--- src/rtl/uart_rx_if.sv ---
// Signal bundle between a UART receiver and its user: baud select and serial line in,
// received byte and status strobes out.
interface uart_rx_if;
    logic [2:0] baud_rate_select;
    logic       Rx_Serial;
    logic [7:0] Rx_Byte;
    logic       Rx_Done;
    logic       Rx_Frame_Err;
    logic       Rx_Active;

    modport master (
        output baud_rate_select,
        output Rx_Serial,
        input  Rx_Byte,
        input  Rx_Done,
        input  Rx_Frame_Err,
        input  Rx_Active
    );

    modport slave (
        input  baud_rate_select,
        input  Rx_Serial,
        output Rx_Byte,
        output Rx_Done,
        output Rx_Frame_Err,
        output Rx_Active
    );
endinterface

--- src/rtl/uart_rx.sv ---
// 8N1 UART receiver, LSB first, mid-bit sampling with stop-bit check and frame-error strobe.
// Define UART_RX_MAJORITY_EN to take a 2-of-3 majority of the synchronised line at each sample point.
module uart_rx #(
    parameter int SYNC_STAGES = 2
) (
    input  logic     clk,
    input  logic     rst,
    uart_rx_if.slave rx
);
    typedef enum logic [2:0] {
        IDLE,
        START,
        DATA,
        STOP,
        WAIT_IDLE
    } state_t;

    state_t                 state_q, state_d;
    logic [SYNC_STAGES-1:0] sync_q;
    logic                   rxs;
    logic                   sample;
    logic [10:0]            n_sel;
    logic [10:0]            n_q, n_d;
    logic [10:0]            h;
    logic [10:0]            clk_count_q, clk_count_d;
    logic [2:0]             bit_index_q, bit_index_d;
    logic [7:0]             shift_q, shift_d;
    logic [7:0]             byte_q, byte_d;
    logic                   done_q, done_d;
    logic                   err_q, err_d;

    // Clocks per bit; must stay identical to the transmitter's table.
    always_comb begin
        case (rx.baud_rate_select)
            3'b000:  n_sel = 11'd1042;
            3'b001:  n_sel = 11'd695;
            3'b010:  n_sel = 11'd521;
            3'b011:  n_sel = 11'd261;
            3'b100:  n_sel = 11'd174;
            3'b101:  n_sel = 11'd87;
            3'b110:  n_sel = 11'd79;
            default: n_sel = 11'd39;
        endcase
    end

    // NOTE: sequential state is assigned with <= so every flop samples pre-edge values.
    always_ff @(posedge clk) begin
        if (rst) begin
            sync_q <= '1;
        end else begin
            sync_q <= {sync_q[SYNC_STAGES-2:0], rx.Rx_Serial};
        end
    end

    assign rxs = sync_q[SYNC_STAGES-1];
    assign h   = n_q >> 1;

`ifdef UART_RX_MAJORITY_EN
    // hist_q[0] tracks rxs itself, so at count T the vote covers rxs at T-2, T-1 and T.
    logic [2:0] hist_q;

    always_ff @(posedge clk) begin
        if (rst) begin
            hist_q <= '1;
        end else begin
            hist_q <= {hist_q[1:0], sync_q[SYNC_STAGES-2]};
        end
    end

    assign sample = (hist_q[2] & hist_q[1]) | (hist_q[2] & hist_q[0]) | (hist_q[1] & hist_q[0]);
`else
    assign sample = rxs;
`endif

    // NOTE: every variable written here gets a default first, so no latches are inferred.
    always_comb begin
        state_d     = state_q;
        n_d         = n_q;
        clk_count_d = clk_count_q;
        bit_index_d = bit_index_q;
        shift_d     = shift_q;
        byte_d      = byte_q;
        done_d      = 1'b0;
        err_d       = 1'b0;

        case (state_q)
            IDLE: begin
                if (!rxs) begin
                    state_d     = START;
                    clk_count_d = '0;
                    n_d         = n_sel;
                end
            end

            START: begin
                if (clk_count_q == h - 11'd1) begin
                    clk_count_d = '0;
                    if (!sample) begin
                        state_d     = DATA;
                        bit_index_d = '0;
                    end else begin
                        state_d = IDLE;
                    end
                end else begin
                    clk_count_d = clk_count_q + 11'd1;
                end
            end

            DATA: begin
                if (clk_count_q == n_q - 11'd1) begin
                    clk_count_d          = '0;
                    shift_d[bit_index_q] = sample;
                    if (bit_index_q == 3'd7) begin
                        state_d = STOP;
                    end else begin
                        bit_index_d = bit_index_q + 3'd1;
                    end
                end else begin
                    clk_count_d = clk_count_q + 11'd1;
                end
            end

            STOP: begin
                if (clk_count_q == n_q - 11'd1) begin
                    clk_count_d = '0;
                    if (sample) begin
                        byte_d  = shift_q;
                        done_d  = 1'b1;
                        state_d = IDLE;
                    end else begin
                        err_d   = 1'b1;
                        state_d = WAIT_IDLE;
                    end
                end else begin
                    clk_count_d = clk_count_q + 11'd1;
                end
            end

            // A stuck-low line after a bad stop bit must not look like a new start edge.
            WAIT_IDLE: begin
                if (rxs) begin
                    state_d = IDLE;
                end
            end

            default: state_d = IDLE;
        endcase
    end

    always_ff @(posedge clk) begin
        if (rst) begin
            state_q     <= IDLE;
            n_q         <= '0;
            clk_count_q <= '0;
            bit_index_q <= '0;
            shift_q     <= '0;
            byte_q      <= '0;
            done_q      <= 1'b0;
            err_q       <= 1'b0;
        end else begin
            state_q     <= state_d;
            n_q         <= n_d;
            clk_count_q <= clk_count_d;
            bit_index_q <= bit_index_d;
            shift_q     <= shift_d;
            byte_q      <= byte_d;
            done_q      <= done_d;
            err_q       <= err_d;
        end
    end

    assign rx.Rx_Byte      = byte_q;
    assign rx.Rx_Done      = done_q;
    assign rx.Rx_Frame_Err = err_q;
    assign rx.Rx_Active    = (state_q == START) || (state_q == DATA) || (state_q == STOP);
endmodule

--- src/flat_wrapper.sv ---
// flat-port wrapper written by rule: the top's interface ports become plain ports
module uart_rx_flat 
#(
    parameter int SYNC_STAGES = 2
)
  (clk, rst, rx_baud_rate_select, rx_Rx_Serial, rx_Rx_Byte, rx_Rx_Done, rx_Rx_Frame_Err, rx_Rx_Active);
  uart_rx_if rx_i ();
  input  logic clk;
  input  logic rst;
  input wire logic [$bits(rx_i.baud_rate_select)-1:0] rx_baud_rate_select;
  input wire logic [$bits(rx_i.Rx_Serial)-1:0] rx_Rx_Serial;
  output wire logic [$bits(rx_i.Rx_Byte)-1:0] rx_Rx_Byte;
  output wire logic [$bits(rx_i.Rx_Done)-1:0] rx_Rx_Done;
  output wire logic [$bits(rx_i.Rx_Frame_Err)-1:0] rx_Rx_Frame_Err;
  output wire logic [$bits(rx_i.Rx_Active)-1:0] rx_Rx_Active;
  assign rx_i.baud_rate_select = rx_baud_rate_select;
  assign rx_i.Rx_Serial = rx_Rx_Serial;
  assign rx_Rx_Byte = rx_i.Rx_Byte;
  assign rx_Rx_Done = rx_i.Rx_Done;
  assign rx_Rx_Frame_Err = rx_i.Rx_Frame_Err;
  assign rx_Rx_Active = rx_i.Rx_Active;
  uart_rx #(.SYNC_STAGES(SYNC_STAGES)) u_core (.clk(clk), .rst(rst), .rx(rx_i));
endmodule
--- config.mk ---
export PLATFORM = sky130hd
export DESIGN_NAME = uart_rx_flat
export DESIGN_NICKNAME = d
export VERILOG_FILES = /design/src/rtl/uart_rx_if.sv /design/src/rtl/uart_rx.sv /design/src/flat_wrapper.sv
export SDC_FILE = /design/constraint.sdc
export NUM_CORES = 1
export LEC_CHECK = 0
export ABC_AREA = 0
export BUFFER_PORTS_ARGS = -buffer_cell sky130_fd_sc_hd__buf_2
export CORE_ASPECT_RATIO = 1.1
export CORE_UTILIZATION = 55
export DETAILED_ROUTE_END_ITERATION = 12
export GPL_ROUTABILITY_DRIVEN = 0
export GPL_TIMING_DRIVEN = 0
export PLACE_DENSITY_LB_ADDON = 0.1
export SYNTH_ARGS = -nofsm -noshare
export SYNTH_HDL_FRONTEND = slang
export SYNTH_SLANG_ARGS = --single-unit
--- constraint.sdc ---
create_clock -name clk -period 3.8 [get_ports clk]
set_input_delay 0 -clock clk [delete_from_list [all_inputs] [get_ports clk]]
set_output_delay 0 -clock clk [all_outputs]
set_load 0.005 [all_outputs]
Word-level counts from Yosys, hierarchy flattened
Cells that the tools add are included.

cells by class
  bitwise gates (word level) = 3
  reductions and logical operators = 15
  eq/ne operators = 21
  add/subtract/negate cells = 4
  mux-type cells = 24
  magnitude comparators = 2

operators by type and width
  kind                   number
  $pmux 11 s7            1
  $mux 11                3
  $mux 3                 11
  $pmux 11 s3            1
  $eq 11x11->1           2
  $eq 3x3->1 const B     5
  $pmux 3 s5             1
  $eq 3x2->1 const B     4
  $add 11x1->11 const B  1
  $sub 10x1->11 const B  1
  $sub 11x1->11 const B  1
  $ne 2x1->1 const B     5
  $bwmux 8               1
  $eq 3x1->1 const B     2
  $logic_not 3->1        2
  $ne 2x2->1 const B     3
  $pmux 3 s2             1
  $reduce_and 2->1       3
  $reduce_and 6->1       1
  $reduce_and 5->1       1
  $lt 3x4->1 const B     1
  $add 3x1->3 const B    1
  $demux 1 s3            1
  $ge 3x1->1 const B     1
  other kinds (10)       15

word-level totals
  logic and storage cells = 78
  input bits = 6
  register bits after elaboration = 48

Logic depth before layout (Yosys ltp)
  depth in word-level cells = 5
  depth in mapped cells = 10

Worst setup path after synthesis
No wires, ideal clock.

  kind = reg-to-reg
  start = reg u_core.n_q[2]
  end = reg u_core.bit_index_q[0]
  library setup time = 0.116 ns
  cell stages (with the launch flop) = 10
  data arrival time = 2.722 ns
  slack = 0.963 ns
  buffers on the path = 0
  clock period less this slack = 2.837 ns
  data required time = 3.684 ns
  path through = dfxtp_1 -> inv_1 -> ha_1 -> nor3b_4 -> nand2_2 -> or4_4 -> a2111oi_4 -> a21oi_1 -> or3_1 -> a31o_1

between the ends
  longest elaborated chain between the ends = 4
  elaborated cells on any way between the ends = 7
  classes of those cells = 2 x add/sub; 4 x eq/ne; 1 x reduce/logical

ends and longest elaborated chain
  item                                            RTL line                       source
  start, declared                                 uart_rx.sv:23                  logic [10:0] n_q, n_d;
  start signal, assigned                          uart_rx.sv:162                 n_q <= n_d;
  $sub 11x1->11 or $sub 10x1->11 (tied branches)  uart_rx.sv:110, uart_rx.sv:96
  $eq 11x11->1, on equally long branches          uart_rx.sv:110, uart_rx.sv:96
  $ne 2x1->1 (no source line)                     -
  $reduce_and 5->1 (no source line) (*)           -
  end signal, assigned                            uart_rx.sv:164                 bit_index_q <= bit_index_d;
  end, declared                                   uart_rx.sv:26                  logic [2:0] bit_index_q, bit_index_d;

Every way passes the cells marked *; elsewhere a longest branch is shown, timed or not.
A chain may end at the register's enable or synchronous reset.

Worst setup path in the final report
Same ends and word-level chain as after synthesis.

==> metrics.txt <==
pwr dens 313.4 mW/mm^2; initial drt markers between 90 and 100; CTS max path bufs 2; Netlist cell types 53; Synth Area in Adders under 10%; critical path endpoint category flop; slew margin rel. 56.71%; CTS sink cnt 48; most common library cells after synthesis 48 x dfxtp_1, 39 x nor2_1, 25 x nand2_1, 24 x a21oi_1, 23 x clkbuf_1; maxcap violations 0; Worst EP required 4.00 ns; Pwr Total about 960 uW; gr ovfl total 0; reg-to-reg critical path endpoint u_core.bit_index_q[0]; post-synthesis xor/xnor area fraction 9.593%; hpwl dp 4697 um; CTS tree built; H-tree Lvls 2; Final ANT Viol Nets 0; share of the synthesized area in the top cell type 33.95%; WHS Path Cells 4; synthesis-stage register bit count 48; CP Launch Type flop; Critical Path Source u_core.n_q[2]; number of flops mapped to enable cells by yosys 0; layout cells sized above 1 under 10%; row count 27; design area 0.003075 sq mm; postcts setup bufs 0; VDD IR max roughly 0.25 mV; routed len/inst 14.80 um; hold path start rst; Worst-Margin Slew 0.6434 ns; Worst path slowest cell a2111oi_4; unrepaired setup endpoints after global routing false; Simple-Gate Fraction of Synth Area 28.03%; Post-Syn Area around 0.0028 sq mm; Syn Area/Cell 7.950 sq um; Cell Area, Placed around 0.0030 sq mm; mux contribution to synthesized area 2.829%; Final Routed Wirelength 6453 um; Final TNS setup 0 ns; vias in the first global route 2445; Ports 17; DRC 0; Main synth FF type dfxtp_1; Initial Util 56.99%; final hold slack between 0.1 and 0.15 ns; WS Path Type reg -> reg; worst-skew pair later-pin latency around 0.3 ns; largest family of logic cells by synthesized area simple AND/OR/NAND/NOR gates; Via density 5.860; register area share after synthesis approximately a third; Reg2Reg Setup Slack 0.50 ns; largest net degree at the start of global routing 16; Synth Area in Compound Gates 18.66%; Worst Path Buf+Inv 1; Die Ht 77.24 um; worst hold path class in -> reg; period utilization 86.89%; synth warn 0; most common cell in the synthesized netlist dfxtp_1; Fin. Hold Viols 0; cts bufs inserted 5; largest cells by area after synthesis dfxtp_1 34%, nor2_1 5.2%, xor2_1 5.0%; Worst-path clk slew around 0.090 ns; asr flop ratio synth 0%; first-pass GRT wire length 11020 um; die width 70.40 um; antenna violations before repair 0; Max Freq 0.3029 GHz; die area 0.005437 sq mm; nets 388; Post-Syn Nets 367; r2r startpoint u_core.n_q[2]; Leak ~1.2 nW; Slew Viols, Final 0; reg2reg path depth 9; WP data arrival 3.50 ns; status finished clean; Layout Cells excl Fill around 440; clk_skew 0.007783 ns; drt pass-1 iters 4; ANT cells 0; IO Port Bufs 13; Synth Instances approximately 360; Layout area overhead 8.665%; Vias 2555; dominant cell type by area after synthesis dfxtp_1; worst-path cell chain inv_1, ha_1, nor3b_4, nand2_2, or4_4, a2111oi_4, a21oi_1, or3_1, a31o_1; largest stage delay on the critical path between 0.5 and 0.6 ns; crit-path max FO 6; Hold Crit Endpoint u_core.clk_count_q[5]; Worst path top cell family by delay simple AND/OR/NAND/NOR gates; Min Clock Period, post-route 3.302 ns; Total Routing Usage GR 25.05%; dpl cells 427; final setup fails 0; Root Driver clkbuf_8; core area approximately 0.0050 sq mm
[cell families (layout without fill, tap and decap cells)]
kind of cell / count (synthesis) / after routing
compound gates: 81 / 81
flops: 48 / 48
buf+inv: 33 / 55
xor+xnor: 31 / 31
fa+ha+maj: 5 / 5
simple gates: 150 / 150
mux: 8 / 8
[flip-flops by register name, summed over array words and instances (netlist names)]
name	count
u_core.n_q	11
u_core.shift_q	8
u_core.clk_count_q	11
u_core.sync_q	2
u_core.rx.Rx_Byte	8
u_core.state_q	3
u_core.bit_index_q	3
u_core.rx.Rx_Frame_Err	1
u_core.rx.Rx_Done	1
[metrics by stage]
step,setup slack [ns],utilization [%]
2_1_floorplan,0.9626,-
3_3_place_gp,0.5392,59.76
3_5_place_dp,0.5388,59.76
4_1_cts,0.5110,61.93
5_1_grt,0.3095,61.93
6_report,0.4981,61.93
[layer usage]
metal | GRT usage, % | vias up | routed length, um
met2 | 43.62 | 41 | 3169
met4 | 8.800 | 0 | 114
met1 | 30.71 | 1200 | 3014
met3 | 4.205 | 10 | 154
met5 | 0 | - | 0
li1 | - | 1304 | -
[area by class of cell]
cell class | count | area (sq um)
fill | 462 | 1891
clock buffer | 6 | 82.58
sequential | 48 | 960.9
inverter | 5 | 18.77
clock inverter | 2 | 15.01
tap | 58 | 72.57
timing repair buffer | 14 | 75.07
buffer | 28 | 115.1
multi-input combinational | 275 | 1735
[what timing repair did]
action                                 in CTS  in global routing
hold buffers                                1                  0
endpoints found under the hold margin       1                  0
resized for setup                           0                  0
[cells in the final DEF (no fill, tap or decap), drive strengths merged, types with 2 or more instances in the layout]
cell type / instances
o22ai: 6
nor3b: 9
and3: 9
buf: 18
xnor2: 15
o21ai: 20
nand4: 12
or2: 3
a31oi: 4
or4: 4
o311ai: 3
inv: 5
nand2: 26
dfxtp: 48
nor2b: 8
and2: 2
nand2b: 7
nor4: 6
clkbuf: 29
a211oi: 5
ha: 5
nand3: 8
nor2: 39
clkinvlp: 2
nor3: 15
mux2i: 8
o31ai: 4
xor2: 16
a21oi: 25
[how the worst max path moves through the flow]
stage	endpoint	slack (ns)	cells after the start
after floorplan	u_core.bit_index_q[0]	0.96	9
after global placement	u_core.bit_index_q[0]	0.54	9
after detailed placement	u_core.bit_index_q[0]	0.54	9
after CTS	u_core.bit_index_q[0]	0.51	9
after global routing	u_core.clk_count_q[9]	0.31	10
final	u_core.bit_index_q[0]	0.50	9
[tightest hold or removal path, stage by stage]
cell	delay [ns]
buf_2	0.09
inv_1	0.11
nand2_1	0.11
o21ai_0	0.07
[where the power goes]
group	internal, mW	switching [mW]
sequential	0.508	0.00533
clock	0.147	0.171
combinational	0.0507	0.0810
No activity file was read; power rests on OpenSTA's default activity.
